### src/rtl/mul_sched_if.sv
// Request/response, multiplier-side and control signals of the shared multiplier scheduler.
// The slave modport is the scheduler's view; master is the view of the pipes plus the multiplier.
interface mul_sched_if #(
  parameter int TAG_W = 5
);
  logic [1:0]       req_i;
  logic [1:0]       flush_i;
  logic [31:0]      a0_i;
  logic [31:0]      b0_i;
  logic             sgn0_i;
  logic [TAG_W-1:0] tag0_i;
  logic [31:0]      a1_i;
  logic [31:0]      b1_i;
  logic             sgn1_i;
  logic [TAG_W-1:0] tag1_i;
  logic [1:0]       gnt_o;
  logic             busy_o;
  logic [1:0]       resp_valid_o;
  logic [1:0]       resp_ready_i;
  logic [63:0]      resp_result_o;
  logic [TAG_W-1:0] resp_tag_o;
  logic [31:0]      mul_a_o;
  logic [31:0]      mul_b_o;
  logic             mul_signed_o;
  logic             mul_start_o;
  logic             mul_flush_o;
  logic [63:0]      mul_result_i;
  logic             mul_ready_i;

  modport slave (
    input  req_i, flush_i, a0_i, b0_i, sgn0_i, tag0_i, a1_i, b1_i, sgn1_i, tag1_i,
    input  resp_ready_i, mul_result_i, mul_ready_i,
    output gnt_o, busy_o, resp_valid_o, resp_result_o, resp_tag_o,
    output mul_a_o, mul_b_o, mul_signed_o, mul_start_o, mul_flush_o
  );

  modport master (
    output req_i, flush_i, a0_i, b0_i, sgn0_i, tag0_i, a1_i, b1_i, sgn1_i, tag1_i,
    output resp_ready_i, mul_result_i, mul_ready_i,
    input  gnt_o, busy_o, resp_valid_o, resp_result_o, resp_tag_o,
    input  mul_a_o, mul_b_o, mul_signed_o, mul_start_o, mul_flush_o
  );
endinterface

### src/rtl/mul_sched.sv
// Round-robin sharing of one 32x32 one-shot multiplier between two issue pipes.
// Define MUL_SCHED_BYPASS_EN to forward the product combinationally in the cycle mul_ready_i fires.
module mul_sched #(
  parameter int TAG_W = 5
) (
  input logic         clk,
  input logic         rst,
  mul_sched_if.slave  bus
);

  typedef enum logic [1:0] {IDLE, START, WAIT, RESP} state_t;

  state_t           state_q, state_d;
  logic             owner_q, owner_d;
  logic             rr_last_q, rr_last_d;
  logic [31:0]      a_q, a_d;
  logic [31:0]      b_q, b_d;
  logic             sgn_q, sgn_d;
  logic [TAG_W-1:0] tag_q, tag_d;
  logic [63:0]      result_q, result_d;

  logic [1:0]       elig;
  logic             pick;
  logic             own_flush;
  logic [1:0]       gnt_c;
  logic [1:0]       valid_c;
  logic             flush_c;
  logic [63:0]      resp_result_c;

  assign elig      = bus.req_i & ~bus.flush_i;
  assign own_flush = bus.flush_i[owner_q];
  // Both eligible: the pipe that did not win last time goes first.
  assign pick      = (elig == 2'b11) ? ~rr_last_q : elig[1];

  always_comb begin
    state_d       = state_q;
    owner_d       = owner_q;
    rr_last_d     = rr_last_q;
    a_d           = a_q;
    b_d           = b_q;
    sgn_d         = sgn_q;
    tag_d         = tag_q;
    result_d      = result_q;
    gnt_c         = 2'b00;
    valid_c       = 2'b00;
    flush_c       = 1'b0;
    resp_result_c = result_q;

    case (state_q)
      IDLE: begin
        if (elig != 2'b00) begin
          gnt_c[pick] = 1'b1;
          owner_d     = pick;
          rr_last_d   = pick;
          a_d         = pick ? bus.a1_i   : bus.a0_i;
          b_d         = pick ? bus.b1_i   : bus.b0_i;
          sgn_d       = pick ? bus.sgn1_i : bus.sgn0_i;
          tag_d       = pick ? bus.tag1_i : bus.tag0_i;
          state_d     = START;
        end
      end
      START: begin
        if (own_flush) begin
          flush_c = 1'b1;
          state_d = IDLE;
        end else begin
          state_d = WAIT;
        end
      end
      WAIT: begin
        if (own_flush) begin
          flush_c = 1'b1;
          state_d = IDLE;
        end else if (bus.mul_ready_i) begin
`ifdef MUL_SCHED_BYPASS_EN
          valid_c[owner_q] = 1'b1;
          resp_result_c    = bus.mul_result_i;
          if (bus.resp_ready_i[owner_q]) begin
            state_d = IDLE;
          end else begin
            result_d = bus.mul_result_i;
            state_d  = RESP;
          end
`else
          result_d = bus.mul_result_i;
          state_d  = RESP;
`endif
        end
      end
      RESP: begin
        // A flush in the same cycle as ready kills the handshake.
        if (own_flush) begin
          flush_c = 1'b1;
          state_d = IDLE;
        end else begin
          valid_c[owner_q] = 1'b1;
          if (bus.resp_ready_i[owner_q]) begin
            state_d = IDLE;
          end
        end
      end
      default: state_d = IDLE;
    endcase
  end

  always_ff @(posedge clk) begin
    if (rst) begin
      state_q   <= IDLE;
      owner_q   <= 1'b0;
      rr_last_q <= 1'b1;
      a_q       <= '0;
      b_q       <= '0;
      sgn_q     <= 1'b0;
      tag_q     <= '0;
      result_q  <= '0;
    end else begin
      state_q   <= state_d;
      owner_q   <= owner_d;
      rr_last_q <= rr_last_d;
      a_q       <= a_d;
      b_q       <= b_d;
      sgn_q     <= sgn_d;
      tag_q     <= tag_d;
      result_q  <= result_d;
    end
  end

  // Handshake outputs are suppressed while rst is high so no grant or response leaks out.
  assign bus.gnt_o         = rst ? 2'b00 : gnt_c;
  assign bus.resp_valid_o  = rst ? 2'b00 : valid_c;
  assign bus.resp_result_o = resp_result_c;
  assign bus.resp_tag_o    = tag_q;
  assign bus.busy_o        = (state_q != IDLE);
  assign bus.mul_a_o       = a_q;
  assign bus.mul_b_o       = b_q;
  assign bus.mul_signed_o  = sgn_q;
  assign bus.mul_start_o   = (state_q == START) && !own_flush && !rst;
  assign bus.mul_flush_o   = rst | flush_c;

endmodule

### src/flat_wrapper.sv
// flat-port wrapper written by rule: the top's interface ports become plain ports
module mul_sched_flat 
#(
  parameter int TAG_W = 5
)
  (clk, rst, bus_req_i, bus_flush_i, bus_a0_i, bus_b0_i, bus_sgn0_i, bus_tag0_i, bus_a1_i, bus_b1_i, bus_sgn1_i, bus_tag1_i, bus_resp_ready_i, bus_mul_result_i, bus_mul_ready_i, bus_gnt_o, bus_busy_o, bus_resp_valid_o, bus_resp_result_o, bus_resp_tag_o, bus_mul_a_o, bus_mul_b_o, bus_mul_signed_o, bus_mul_start_o, bus_mul_flush_o);
  mul_sched_if #(.TAG_W(TAG_W)) bus_i ();
  input logic clk;
  input logic rst;
  input wire logic [$bits(bus_i.req_i)-1:0] bus_req_i;
  input wire logic [$bits(bus_i.flush_i)-1:0] bus_flush_i;
  input wire logic [$bits(bus_i.a0_i)-1:0] bus_a0_i;
  input wire logic [$bits(bus_i.b0_i)-1:0] bus_b0_i;
  input wire logic [$bits(bus_i.sgn0_i)-1:0] bus_sgn0_i;
  input wire logic [$bits(bus_i.tag0_i)-1:0] bus_tag0_i;
  input wire logic [$bits(bus_i.a1_i)-1:0] bus_a1_i;
  input wire logic [$bits(bus_i.b1_i)-1:0] bus_b1_i;
  input wire logic [$bits(bus_i.sgn1_i)-1:0] bus_sgn1_i;
  input wire logic [$bits(bus_i.tag1_i)-1:0] bus_tag1_i;
  input wire logic [$bits(bus_i.resp_ready_i)-1:0] bus_resp_ready_i;
  input wire logic [$bits(bus_i.mul_result_i)-1:0] bus_mul_result_i;
  input wire logic [$bits(bus_i.mul_ready_i)-1:0] bus_mul_ready_i;
  output wire logic [$bits(bus_i.gnt_o)-1:0] bus_gnt_o;
  output wire logic [$bits(bus_i.busy_o)-1:0] bus_busy_o;
  output wire logic [$bits(bus_i.resp_valid_o)-1:0] bus_resp_valid_o;
  output wire logic [$bits(bus_i.resp_result_o)-1:0] bus_resp_result_o;
  output wire logic [$bits(bus_i.resp_tag_o)-1:0] bus_resp_tag_o;
  output wire logic [$bits(bus_i.mul_a_o)-1:0] bus_mul_a_o;
  output wire logic [$bits(bus_i.mul_b_o)-1:0] bus_mul_b_o;
  output wire logic [$bits(bus_i.mul_signed_o)-1:0] bus_mul_signed_o;
  output wire logic [$bits(bus_i.mul_start_o)-1:0] bus_mul_start_o;
  output wire logic [$bits(bus_i.mul_flush_o)-1:0] bus_mul_flush_o;
  assign bus_i.req_i = bus_req_i;
  assign bus_i.flush_i = bus_flush_i;
  assign bus_i.a0_i = bus_a0_i;
  assign bus_i.b0_i = bus_b0_i;
  assign bus_i.sgn0_i = bus_sgn0_i;
  assign bus_i.tag0_i = bus_tag0_i;
  assign bus_i.a1_i = bus_a1_i;
  assign bus_i.b1_i = bus_b1_i;
  assign bus_i.sgn1_i = bus_sgn1_i;
  assign bus_i.tag1_i = bus_tag1_i;
  assign bus_i.resp_ready_i = bus_resp_ready_i;
  assign bus_i.mul_result_i = bus_mul_result_i;
  assign bus_i.mul_ready_i = bus_mul_ready_i;
  assign bus_gnt_o = bus_i.gnt_o;
  assign bus_busy_o = bus_i.busy_o;
  assign bus_resp_valid_o = bus_i.resp_valid_o;
  assign bus_resp_result_o = bus_i.resp_result_o;
  assign bus_resp_tag_o = bus_i.resp_tag_o;
  assign bus_mul_a_o = bus_i.mul_a_o;
  assign bus_mul_b_o = bus_i.mul_b_o;
  assign bus_mul_signed_o = bus_i.mul_signed_o;
  assign bus_mul_start_o = bus_i.mul_start_o;
  assign bus_mul_flush_o = bus_i.mul_flush_o;
  mul_sched #(.TAG_W(TAG_W)) u_core (.clk(clk), .rst(rst), .bus(bus_i));
endmodule
### config.mk
export PLATFORM = sky130hd
export DESIGN_NAME = mul_sched_flat
export DESIGN_NICKNAME = d
export VERILOG_FILES = /design/src/rtl/mul_sched_if.sv /design/src/rtl/mul_sched.sv /design/src/flat_wrapper.sv
export SDC_FILE = /design/constraint.sdc
export NUM_CORES = 1
export LEC_CHECK = 0
export CORE_AREA = 2 2 138 140
export CTS_CLUSTER_DIAMETER = 50
export DETAILED_ROUTE_END_ITERATION = 8
export DIE_AREA = 0 0 140 142
export PLACE_DENSITY_LB_ADDON = 0.05
export RECOVER_POWER = 100
export SLEW_MARGIN = 10
export SYNTH_ARGS = -nofsm -noshare
export SYNTH_HDL_FRONTEND = slang
export SYNTH_SLANG_ARGS = --single-unit
### constraint.sdc
create_clock -name clk -period 3.1 [get_ports clk]
set_input_delay 0.62 -clock clk [delete_from_list [all_inputs] [get_ports clk]]
set_output_delay 0.62 -clock clk [all_outputs]
set_load 0.01 [all_outputs]
==> impl_metrics.ini, run 1 <==
[setup_path]
crit-reg2reg-launch = u_core.owner_q
worstRegToRegCells = 6
r2r_slack_ns = 0.90
cp-end-kind = primary output
critPathMaxFanout = 4
critPathLaunchType = input port
setup.worst_path.class = input port to primary output
timing.rr.end = u_core.bus.resp_result_o[35]
crit_arrival_ns = 2.28
cp.required_ns = 2.48
crit_path_start = bus_flush_i[1]

[sta]
fin_crit_ns = 2.90
final.period_utilization_pct = 93.5
final-hold-violation-count = 0
relSlewSlack_pct = 46.4
tightest_slew_ns = 0.804
setup-tns-final_ns = 0
fin_skew_ns = 0.00597
slew_violations = 0
fmax_ghz = 0.345
finalSetupViolCount = 0
rsz0062_at_grt = no

[power]
p_leak_uw = 0.00438
powerDensity_nw_per_um2 = 506
ir_worst_vdd_mv = 0.360

[hold_path]
hold_start = u_core.bus.mul_b_o[16]
hold-path-endpoint = u_core.bus.mul_b_o[16]
hold_depth = 1
worstHoldPathType = register to register

[floorplanning]
dieArea_um2 = 19900
coreArea_um2 = 18500
num_rows = 50
die_h_um = 142
die_w_um = 140
initial_utilization_pct = 27.9
pin_count = 354

[synth]
synth_top_area_share_pct = 53.6
syn_avg_cell_area_um2 = 9.47
ys_seq_elements = 138
yosysWarnings = 0
synth_area_leader_cell = dfxtp_1
synthesis.nets = 757
ys_types = 25
syn-cell-area_um2 = 5150
yosysSeqAreaShare_pct = 53.6
synthTopCellsByArea = dfxtp_1 (54%), a22o_1 (12%), a21o_1 (10%)
synth_cells = 544

[clocking]
cts_root_buffer = clkbuf_16
post_cts_buffers = 0
path_clk_slew_ns = 0.05
insertion_delay_ns = 0.41
cts_resized = 0
cts_sinks = 138
ctsHoldBuffers = 0
htreeDepth = 4
cts_buffer_depth = 2
cts_tree = built
cts-buffers-inserted = 17

[finish]
nets = 1094
final_common_cell = clkdlybuf4s50_1
stdcell_count = 1128
antenna_cells = 0
final_cell_area_um2 = 9470
final_cell_mix = clkdlybuf4s50_1 (214), dlygate4sd3_1 (138), dfxtp_1 (138), nand2_1 (131), a21o_1 (71)
syn2layout_area_growth_pct = 83.8
drive_above_1_share_pct = 4.81

[place]
dpl-instance-area_um2 = 8850
hpwl_mm = 14.0
io_buffers = 353
dp_cells = 1096
gp_congestion = 0.866

[global_routing]
grt_pass1_wl_mm = 28.5
grt_pass1_vias = 5188
grt_overflow = 0
antenna_found_initial = 0
grt_max_degree = 72
grtUsageTotal_pct = 18.6

[routing]
drt_first_pass_iters = 8
via_per_inst = 4.64
vias = 5229
drt_first_iter_violations = 291
wl_mm = 19.0
antenna_left = 0
routedWlPerCell_um = 16.8
post-route-drc-count = 25

[job]
drv_cap = 0

[outcome]
status = finished with violations
violations = design-rule violations
## report_power, final
part / switching [uW] / total, uW / internal [uW]
clock network: 756 / 2130 / 1380
logic: 281 / 743 / 462
registers: 46.3 / 1920 / 1870
total: 1080 / 4790 / 3710
## state kept, by name (all words and copies together), names as in the netlist
name	count
u_core.rr_last_q	1
u_core.state_q	2
u_core.owner_q	1
u_core.bus.mul_a_o	32
u_core.bus.resp_result_o	64
u_core.bus.resp_tag_o	5
u_core.bus.mul_signed_o	1
u_core.bus.mul_b_o	32
## worst max-delay path: stages
cell and delay [ns]:
dlygate4sd3_1 0.59, nand2b_1 0.23, a211oi_4 0.25, clkdlybuf4s50_1 0.58
## area by class of cell
cell class / count / area, um2
inverters: 2 / 7.51
flip-flops and latches: 138 / 2760
multi-input cells: 362 / 2170
clock buffers: 23 / 498
repair buffers: 360 / 3600
clock inverters: 9 / 135
fillers: 1686 / 8990
well taps: 234 / 293
## cell usage after synthesis
cell type    n
nor2b_1      1
a21o_1      71
inv_1        2
o21bai_1     2
or3_4        1
a211o_1      1
nor3_2       1
buf_2       15
nor4_1       1
buf_6        7
nand2_1    131
clkbuf_1    20
nand2b_1     3
nand4_1      2
mux2i_1      2
a211oi_4     1
and4_1       1
a22o_1      70
nor4b_1      1
a31oi_1      1
a21oi_1     66
nor3_1       3
dfxtp_1    138
nor2_1       2
nor3b_1      1
## per-layer routing
layer,track usage (%),vias to the layer above,wire length [um]
li1,-,2596,-
met5,0,-,0
met4,6.91,0,393
met2,33.3,221,9670
met3,7.20,25,1770
met1,19.9,2387,7130
## worst max-delay path by stage
| stage | endpoint | slack [ns] |
|---|---|---|
| global route | bus_gnt_o[1] | 0.17 |
| CTS | bus_gnt_o[1] | 0.32 |
| detailed placement | bus_gnt_o[1] | 0.32 |
| finish | bus_gnt_o[1] | 0.20 |
| floorplan | bus_gnt_o[1] | 0.77 |
| global placement | bus_gnt_o[0] | 0.34 |
## through the flow
step                util [%]  setup slack, ns  power (uW)  hold WS (ns)
finish                  51.3            0.202        4790         0.442
global route            51.3            0.170        4990         0.454
CTS                     51.4            0.315        4910         0.451
detailed placement      48.0            0.316        2750         0.438
global placement        48.0            0.340        2740         0.433
floorplan                  -            0.767        2210         0.481
## cell families after synthesis
family / count (synthesis) / share of synthesized area, %
AO/OA/AOI/OAI: 212 / 29.6
buffers and inverters: 44 / 4.59
flip-flops: 138 / 53.6
multiplexers: 2 / 0.389
AND/OR/NAND/NOR: 148 / 11.7
(Power assumes the default switching activity.)
==> run 2, diff against run 1 <==
--- a/config.mk
+++ b/config.mk
@@ -5,6 +5,7 @@
 export SDC_FILE = /design/constraint.sdc
 export NUM_CORES = 1
 export LEC_CHECK = 0
+export CAP_MARGIN = 15
 export CORE_AREA = 2 2 138 140
 export CTS_CLUSTER_DIAMETER = 50
 export DETAILED_ROUTE_END_ITERATION = 8
==> results of run 2 <==
The final DEF is identical to that of run 1; final timing and power are the same.
